### src/rtl/decode.sv
// Instruction decode stage: assembles one/two-byte instructions from fetch, handles flush and HALT.
// Optional feature: define DECODE_ILLEGAL_TRAP_EN to trap reserved opcodes 0x6/0x7 into HALT.
module decode (
  input  logic       clk,
  input  logic       sync_rst,
  input  logic [7:0] pc,
  input  logic [7:0] word,
  input  logic       flush,
  output logic       dec_valid,
  output logic [3:0] dec_op,
  output logic [1:0] dec_rd,
  output logic [1:0] dec_rs,
  output logic [7:0] dec_imm,
  output logic       dec_has_imm,
  output logic [7:0] dec_pc,
  output logic       dec_is_branch,
  output logic       dec_halted,
  output logic       dec_illegal
);

  localparam logic [1:0] ST_OP   = 2'd0;
  localparam logic [1:0] ST_IMM  = 2'd1;
  localparam logic [1:0] ST_HALT = 2'd2;

`ifdef DECODE_ILLEGAL_TRAP_EN
  localparam logic TRAP_EN = 1'b1;
`else
  localparam logic TRAP_EN = 1'b0;
`endif

  logic [1:0] state_r;
  logic [1:0] state_s;

  // opcode byte of a two-byte instruction, held while waiting for its immediate
  logic [7:0] op_byte_r;
  logic [7:0] op_pc_r;
  logic       latch_s;

  logic       emit_s;
  logic [7:0] emit_byte_s;
  logic [7:0] emit_imm_s;
  logic       emit_has_imm_s;
  logic [7:0] emit_pc_s;
  logic       emit_illegal_s;
  logic       word_reserved_s;

  assign word_reserved_s = (word[7:4] == 4'h6) || (word[7:4] == 4'h7);

  // next-state and emission selection; flush outranks decode in every state
  always_comb begin
    state_s        = state_r;
    latch_s        = 1'b0;
    emit_s         = 1'b0;
    emit_byte_s    = 8'h00;
    emit_imm_s     = 8'h00;
    emit_has_imm_s = 1'b0;
    emit_pc_s      = 8'h00;
    emit_illegal_s = 1'b0;
    case (state_r)
      ST_OP: begin
        if (flush) begin
          state_s = ST_OP;
        end else if (word[7]) begin
          state_s = ST_IMM;
          latch_s = 1'b1;
        end else begin
          emit_s         = 1'b1;
          emit_byte_s    = word;
          emit_pc_s      = pc;
          emit_illegal_s = TRAP_EN && word_reserved_s;
          if ((word == 8'h00) || (TRAP_EN && word_reserved_s)) begin
            state_s = ST_HALT;
          end else begin
            state_s = ST_OP;
          end
        end
      end
      ST_IMM: begin
        if (flush) begin
          state_s = ST_OP;
        end else begin
          emit_s         = 1'b1;
          emit_byte_s    = op_byte_r;
          emit_imm_s     = word;
          emit_has_imm_s = 1'b1;
          emit_pc_s      = op_pc_r;
          state_s        = ST_OP;
        end
      end
      ST_HALT: begin
        if (flush) begin
          state_s = ST_OP;
        end else begin
          state_s = ST_HALT;
        end
      end
      default: begin
        state_s = ST_OP;
      end
    endcase
  end

  // state, latched opcode and registered outputs; fields hold between emissions
  always_ff @(posedge clk) begin
    if (sync_rst) begin
      state_r       <= ST_OP;
      op_byte_r     <= 8'h00;
      op_pc_r       <= 8'h00;
      dec_valid     <= 1'b0;
      dec_op        <= 4'h0;
      dec_rd        <= 2'd0;
      dec_rs        <= 2'd0;
      dec_imm       <= 8'h00;
      dec_has_imm   <= 1'b0;
      dec_pc        <= 8'h00;
      dec_is_branch <= 1'b0;
      dec_halted    <= 1'b0;
      dec_illegal   <= 1'b0;
    end else begin
      state_r    <= state_s;
      dec_valid  <= emit_s;
      dec_halted <= (state_s == ST_HALT);
      if (latch_s) begin
        op_byte_r <= word;
        op_pc_r   <= pc;
      end
      if (emit_s) begin
        dec_op        <= emit_byte_s[7:4];
        dec_rd        <= emit_byte_s[3:2];
        dec_rs        <= emit_byte_s[1:0];
        dec_imm       <= emit_imm_s;
        dec_has_imm   <= emit_has_imm_s;
        dec_pc        <= emit_pc_s;
        dec_is_branch <= (emit_byte_s[7:6] == 2'b11);
        dec_illegal   <= emit_illegal_s;
      end
    end
  end

endmodule

### config.mk
export PLATFORM = sky130hd
export DESIGN_NAME = decode
export DESIGN_NICKNAME = d
export VERILOG_FILES = /design/src/rtl/decode.sv
export SDC_FILE = /design/constraint.sdc
export NUM_CORES = 1
export LEC_CHECK = 0
export ABC_AREA = 1
export CAP_MARGIN = 20
export CORE_MARGIN = 1.5
export CORE_UTILIZATION = 35
export CTS_BUF_LIST = sky130_fd_sc_hd__clkbuf_4 sky130_fd_sc_hd__clkbuf_8
export DETAILED_ROUTE_END_ITERATION = 8
export SYNTH_ARGS = -nofsm -noshare
export SYNTH_HDL_FRONTEND = slang
export SYNTH_SLANG_ARGS = --single-unit
### constraint.sdc
create_clock -name clk -period 1.6 [get_ports clk]
set_clock_uncertainty 0.05 [all_clocks]
set_input_delay 0.24 -clock clk [delete_from_list [all_inputs] [get_ports clk]]
set_output_delay 0.24 -clock clk [all_outputs]
set_load 0.1 [all_outputs]
==> summary.md, run 1 <==
| Metric | Value |
|---|---|
| Outcome | `finished clean` |
| Clock latency on the worst-skew pair | `0.29 ns` |
| Clock group share of total power | `27.0%` |
| Chip width | `77.2 µm` |
| Yosys Warn Count | `0` |
| Post-CTS sizing | `0` |
| Top cells by count, synth | `nor2_1, dfxtp_1, nand3_1` |
| Req. time, crit path | `1.74 ns` |
| Root buf cell | `clkbuf_8` |
| Pwr Density | `902 nW/µm²` |
| Die ar. | `5960 µm²` |
| Multi-input gate area | `837 µm²` |
| Most frequent cell after synthesis | `nor2_1` |
| DP Wirelength | `3420 µm` |
| Max incr delay on CP | `0.51 ns` |
| Classification of the worst setup path | `in2reg` |
| GRT Residual Overflow | `0` |
| Hold_buf cts | `0` |
| Most Frequent Cell on Critical Path | `nor2_1` |
| Worst r2r path cells | `8` |
| Post-Syn Area per Cell | `7.01 µm²` |
| Cell variety after synth | `18` |
| Crit. Startpoint | `flush` |
| Worst-path maximum fanout | `12` |
| VDD IR-drop max | `529 µV` |
| Fillers | `485` |
| Synthesized instance count | `275` |
| ANT cells | `0` |
| CTS tree | `done` |
| Share of post-route cells with drive strength above 1 | `17.7%` |
| Sequential fraction of the synthesis area | `47.8%` |
| I/O Pins | `48` |
| Clock Tree Buf Depth | `2` |
| Final hold slack | `0.419 ns` |
| Worst path arrival time | `1.55 ns` |
| Ys async rst share | `0%` |
| Sequential power share | `47.9%` |
| R2R Setup Slk | `0.21 ns` |
| Net Sw Frac | `31.7%` |
| FF/Latch Area | `921 µm²` |
| Worst Hold Class | `reg2reg` |
| Largest net degree at the start of global routing | `23` |
| Pleak | `0.00122 µW` |
| Area grow syn2layout | `50.1%` |
| Antenna-violating nets left | `0` |
| H-tree levels | `2` |
| Hold Violations, Final | `0` |
| Share of the synthesized area in the top cell type | `47.8%` |
| Gr usage total | `18.0%` |
| First drt pass iteration count | `4` |
| Main synth FF type | `dfxtp_1` |
| Cell taking the most area after synthesis | `dfxtp_1` |
| Vias | `1871` |
| First-pass GRT wire length | `8600 µm` |
| Final setup viols | `0` |
| Clock Pin Slew Worst Setup and Hold Paths | `0.08 ns` |
| GPL Wtd Cong | `0.862` |
| Post-Syn Area | `1930 µm²` |
| Vias in the first global route | `1819` |
| Main area contributors after synthesis | `dfxtp_1, nor2_1, nand3_1, o21ai_0, nand2_1` |
| WL per Instance | `12.0 µm` |
| Buffers on Ports | `46` |
| Number of flops mapped to enable cells by yosys | `0` |
| Startpoint types | `primary input` |
| Initial antenna violation count | `0` |
| Slew Viols, Final | `0` |
| Reg2reg end | `dec_rs[0]` |
| Combinational cell fraction of total power | `25.0%` |
| Cell-internal power | `1780 µW` |
| Switch Pwr | `827 µW` |
| Post-Route WL | `4770 µm` |
| DR vias/cell | `4.70` |
| Final net count | `347` |
| # rows | `26` |
| Max Cap Violations | `0` |
| Sink Count | `46` |
| CP Capture Type | `flip-flop` |
| Net Count, Synth | `294` |
| CP max-delay cell | `clkdlybuf4s50_1` |
| Crit share post-route | `88.0%` |
| Placeable Area | `5200 µm²` |
| Critical path cell sequence | `clkdlybuf4s50_1 -> nor2_4 -> nand2_2 -> inv_2 -> buf_4 -> nand2_1 -> nor2_1 -> nor2_1` |
| End point of the critical path | `dec_rs[0]` |
| DRC viols | `0` |
| Design Area, Final | `2890 µm²` |
| CTS buffer count | `5` |
| Initial Utilization | `37.0%` |
| Post-CTS setup buffers | `0` |
| Post-route minimum period | `1.41 ns` |
| Die Ht | `77.2 µm` |
| Critical register-to-register path startpoint | `state_r[0]` |
| Achievable Freq | `710 MHz` |
| #FFs+latches synth | `46` |
| Dpl cell area | `2810 µm²` |
| Unrepaired setup endpoints after global routing | `false` |
| DRT iter0 DRCs | `143` |
[layer usage]
layer,vias up,share of wire (%),track usage (%),routed length (µm)
li1,977,-,-,-
met1,829,48,24.3,2310
met2,60,45,28.0,2160
met3,5,5.6,5.36,267
met4,0,0.69,4.36,33
met5,-,0,0,0
[how the worst min path moves through the flow]
stage,startpoint,endpoint,depth (start not counted)
floorplan,word[6],dec_imm[6],2
global placement,op_byte_r[7],op_byte_r[7],2
detailed placement,op_byte_r[7],op_byte_r[7],2
CTS,op_byte_r[7],op_byte_r[7],2
global route,op_byte_r[7],op_byte_r[7],2
finish,op_byte_r[7],op_byte_r[7],2
[state kept, by name, indices dropped and copies added (netlist names)]
name and cells:
dec_has_imm 1, op_pc_r 8, dec_halted 1, dec_pc 8, dec_imm 8, dec_valid 1
dec_is_branch 1, dec_rd 2, op_byte_r 8, dec_op 4, state_r 2, dec_rs 2
[worst max-delay path: cells and delay by family]
family / cells / cell delay, ns
buf+inv: 3 / 0.79
simple gates: 5 / 0.53
[layout by cell type, fill, tap and decap left out]
cell type	count
clkdlybuf4s50_1	18
nand4_1	2
buf_4	15
conb_1	1
o21ai_1	5
nand2_1	22
a21oi_1	5
nor2_4	1
o21ai_0	32
nor2_1	89
clkbuf_4	2
nand2_2	2
inv_1	16
buf_12	30
inv_2	3
clkbuf_8	5
nand3_1	34
dfxtp_1	46
[layout make-up]
| type | instances | share of cell area [%] |
|---|---|---|
| clock buffers | 7 | 2.90 |
| multi-input cells | 193 | 28.9 |
| repair buffers | 63 | 30.9 |
| well taps | 70 | 3.03 |
| flip-flops and latches | 46 | 31.8 |
| inverters | 19 | 2.46 |
[power by group through the flow]
stage / clock network [µW] / registers (µW) / logic [µW]
floorplan: 0 / 1480 / 190
global placement: 0 / 1280 / 653
detailed placement: 0 / 1280 / 656
CTS: 717 / 1250 / 657
global route: 784 / 1260 / 701
finish: 706 / 1250 / 654
[logic make-up (layout without fill, tap and decap cells)]
group,Yosys count,after routing,share of synthesized area (%)
buffers and inverters,36,89,8.83
AOI/OAI and AO/OA,42,42,10.9
DFF,46,46,47.8
other,1,1,0.194
and+or+nand+nor,150,150,32.3
[through the flow]
stage          power [µW]  instances  setup TNS [ns]  setup WS (ns)  util, %
2_1_floorplan        1670        275               0          0.233        -
3_3_place_gp         1930        391          -0.969         -0.129     54.0
4_1_cts              2630        398               0          0.185     55.6
6_report             2610        398               0          0.192     55.6
5_1_grt              2740        398               0         0.0826     55.6
3_5_place_dp         1930        391          -0.949         -0.117     54.0
Note: power is estimated with default switching activity, not from simulation.
==> run 2: changes to the inputs <==
- ABC_AREA: 1 -> unset
- GPL_TIMING_DRIVEN: unset -> 0
==> run 2 against run 1 <==
Via count fell by 9.2%. Utilization is 5.0 points lower. Fmax is 7.9% lower. Hold slack got worse by 0.031 ns. Non-clock buffer count up 4. Total power fell by 1.8%. Sequential share of layout area grew 3.9 points. Largest cell class unchanged. Sequential power barely moved.
==> summary.md, run 2 <==
| Metric | Value |
|---|---|
| Outcome | `finished clean (unchanged)` |
| Fin util | `50.6% (was 55.6%)` |
| Pleak | `0.000897 µW (was 0.00122 µW)` |
| DRT iter0 DRCs | `72 (was 143)` |
| Final setup viols | `0 (unchanged)` |
| Startpoint types | `flip-flop (was primary input)` |
| Worst Hold Class | `in2reg (was reg2reg)` |
| Post-Syn Area per Cell | `8.72 µm² (was 7.01 µm²)` |
| Sequential fraction of the synthesis area | `49.8% (was 47.8%)` |
| Routing usage on met3 | `4.10% (was 5.36%)` |
| Worst-path maximum fanout | `10 (was 12)` |
| Met2 usage | `28.6% (was 28.0%)` |
| Share of the synthesized area in the top cell type | `49.8% (was 47.8%)` |
| Reg2reg end | `op_pc_r[5] (was dec_rs[0])` |
| Critical path cell sequence | `or4b_1 -> buf_2 -> buf_6 -> nand2_1 -> a21oi_1 (was clkdlybuf4s50_1 -> nor2_4 -> nand2_2 -> inv_2 -> buf_4 -> nand2_1 -> nor2_1 -> nor2_1)` |
| Net Count, Synth | `231 (was 294)` |
| Critical register-to-register path startpoint | `state_r[1] (was state_r[0])` |
| Pwr Density | `992 nW/µm² (was 902 nW/µm²)` |
| Cell taking the most area after synthesis | `dfxtp_1 (unchanged)` |
| Initial antenna violation count | `0 (unchanged)` |
| Worst path arrival time | `1.65 ns (was 1.55 ns)` |
| CTS buffer count | `5 (unchanged)` |
| CTS tree | `done (unchanged)` |
| Slew headroom | `63.6%` |
| Main area contributors after synthesis | `dfxtp_1, a21oi_1, nand2_1, a211oi_1, mux2i_1 (was dfxtp_1, nor2_1, nand3_1, o21ai_0, nand2_1)` |
| H-tree levels | `2 (unchanged)` |
| CP Capture Type | `flip-flop (unchanged)` |
| Most Used Layer, Global Route | `met2 (unchanged)` |
| Slew @ Worst Pin | `0.549 ns` |
| Met1 GRT Util | `23.0% (was 24.3%)` |
| ANT cells | `0 (unchanged)` |
| First drt pass iteration count | `4 (unchanged)` |
| Yosys Warn Count | `0 (unchanged)` |
| Synthesized instance count | `212 (was 275)` |
| Cell variety after synth | `25 (was 18)` |
| DRC viols | `0 (unchanged)` |
| Post-Route WL | `4640 µm (was 4770 µm)` |
| Clock latency on the worst-skew pair | `0.30 ns (was 0.29 ns)` |
| Gr usage total | `17.8% (was 18.0%)` |
| Main synth FF type | `dfxtp_1 (unchanged)` |
| Clock Tree Buf Depth | `2 (unchanged)` |
| CP max-delay cell | `or4b_1 (was clkdlybuf4s50_1)` |
| Area grow syn2layout | `39.8% (was 50.1%)` |
| Sink Count | `46 (unchanged)` |
| Post-Syn Area | `1850 µm² (was 1930 µm²)` |
| Root buf cell | `clkbuf_8 (unchanged)` |
| Placeable Area | `5110 µm² (was 5200 µm²)` |
| WL per Instance | `13.7 µm (was 12.0 µm)` |
| DR vias/cell | `5.01 (was 4.70)` |
| Hold_buf cts | `0 (unchanged)` |
| I/O Pins | `48 (unchanged)` |
| Design Area, Final | `2580 µm² (was 2890 µm²)` |
| Commonest non-fill, non-tap cells in the layout | `dfxtp_1, a21oi_1, nand2_1, clkdlybuf4s15_2, clkdlybuf4s50_1 (was nor2_1, dfxtp_1, nand3_1, o21ai_0, buf_12)` |
| Top cells by count, synth | `dfxtp_1, a21oi_1, nand2_1 (was nor2_1, dfxtp_1, nand3_1)` |
| Inst Count DP | `328 (was 391)` |
| First-pass GRT wire length | `7520 µm (was 8600 µm)` |
| Buffers on Ports | `46 (unchanged)` |
| Most common cell after layout, fill and taps aside | `dfxtp_1 (was nor2_1)` |
| Most frequent cell after synthesis | `dfxtp_1 (was nor2_1)` |
| Hold Violations, Final | `0 (unchanged)` |
| Crit. Startpoint | `state_r[1] (was flush)` |
| Req. time, crit path | `1.72 ns (was 1.74 ns)` |
| GPL Wtd Cong | `0.749 (was 0.862)` |
| End point of the critical path | `op_pc_r[5] (was dec_rs[0])` |
| Ys async rst share | `0% (unchanged)` |
| Dpl cell area | `2400 µm² (was 2810 µm²)` |
| Chip width | `75.7 µm (was 77.2 µm)` |
| #FFs+latches synth | `46 (unchanged)` |
| Final net count | `287 (was 347)` |
| Largest net degree at the start of global routing | `14 (was 23)` |
| Achievable Freq | `654 MHz (was 710 MHz)` |
| R2R Setup Slk | `0.07 ns (was 0.21 ns)` |
| Number of flops mapped to enable cells by yosys | `0 (unchanged)` |
| Share of post-route cells with drive strength above 1 | `21.9% (was 17.7%)` |
| Max incr delay on CP | `0.52 ns (was 0.51 ns)` |
| Crit share post-route | `95.5% (was 88.0%)` |
| Worst r2r path cells | `5 (was 8)` |
| Initial Utilization | `36.2% (was 37.0%)` |
| Non-Filler Instances | `339 (was 398)` |
| Post-route minimum period | `1.53 ns (was 1.41 ns)` |
| # rows | `26 (unchanged)` |
| Antenna-violating nets left | `0 (unchanged)` |
| Die ar. | `5730 µm² (was 5960 µm²)` |
| GRT Residual Overflow | `0 (unchanged)` |
| Max Cap Violations | `0 (unchanged)` |
| DP Wirelength | `3190 µm (was 3420 µm)` |
| Unrepaired setup endpoints after global routing | `true (was false)` |
| Die Ht | `75.7 µm (was 77.2 µm)` |
| VDD IR-drop max | `411 µV (was 529 µV)` |
| Vias | `1698 (was 1871)` |
| Slew Viols, Final | `0 (unchanged)` |
| Classification of the worst setup path | `reg2reg (was in2reg)` |
| Clock Pin Slew Worst Setup and Hold Paths | `0.09 ns (was 0.08 ns)` |
| Vias in the first global route | `1510 (was 1819)` |
## run 2: cell count changes in the layout (fill, tap and decap cells not counted), sizes merged, moves of 8 or more
cell           previous run  this run
a211oi                    0        14
a21oi                     5        40
buf                      45        11
clkbuf                    7        17
clkdlybuf4s15             0        28
inv                      19         1
mux2i                     0         8
nand2                    24        39
nand2b                    0         9
nand3                    34         0
nor2                     90         7
o21ai                    37         9
## run 2: layout make-up
class,count,area [µm²]
clock inverter,1,5.00
clock buffer,7,90.1
sequential,46,922
inverter,1,3.75
timing repair buffer,49,519
tap,70,87.6
buffer,18,106
fill,517,2520
multi-input combinational,147,851
## run 2: report_power, final
| group | switching [µW] | internal, µW |
|---|---|---|
| clock network | 393 | 366 |
| logic | 413 | 169 |
| registers | 25.8 | 1200 |
| total | 832 | 1730 |
## run 2: per-stage QoR
stage                     setup WS (ns)  power, µW  hold WS (ns)  setup TNS, ns
final                            0.0716       2560         0.388              0
after global routing           -0.00840       2680         0.389        -0.0143
after CTS                       0.00716       2570         0.403              0
after detailed placement         -0.359       1830         0.391         -16.84
after global placement           -0.347       1830         0.387         -16.50
after floorplan                   0.168       1660         0.269              0
## run 2: repair_timing
action / CTS / global route
resized for setup: 89 / 10
setup buffers: 0 / 3
pin swaps: 0 / 1
endpoints found under the setup margin: 51 / 34
## run 2: how the worst min path moves through the flow
stage                            start            to  slack, ns  depth (start not counted)
after floorplan                  flush    dec_halted       0.27                          1
after detailed placement  op_byte_r[4]  op_byte_r[4]       0.39                          2
after global routing           word[7]  op_byte_r[4]       0.39                          4
final                          word[7]  op_byte_r[4]       0.39                          4
after global placement    op_byte_r[0]  op_byte_r[0]       0.39                          2
after CTS                 op_byte_r[4]  op_byte_r[4]       0.40                          2
## run 2: routing by layer
| metal | vias up | routed length [µm] |
|---|---|---|
| met1 | 797 | 2180 |
| met2 | 35 | 2200 |
| met5 | - | 0 |
| met4 | 0 | 110 |
| met3 | 10 | 161 |
| li1 | 856 | - |
## run 2: critical path, delay by kind of cell (launching register included)
family	cells	cell delay, ns
and+or+nand+nor	2	0.58
AOI/OAI and AO/OA	1	0.05
DFF	1	0.38
buffers and inverters	2	0.34
## run 2: kinds of logic after synthesis
group,after synthesis,share of synthesized area [%]
AO/OA/AOI/OAI,71,22.3
AND/OR/NAND/NOR,67,18.0
flip-flops,46,49.8
other,1,0.203
buffers and inverters,19,5.34
multiplexers,8,4.33
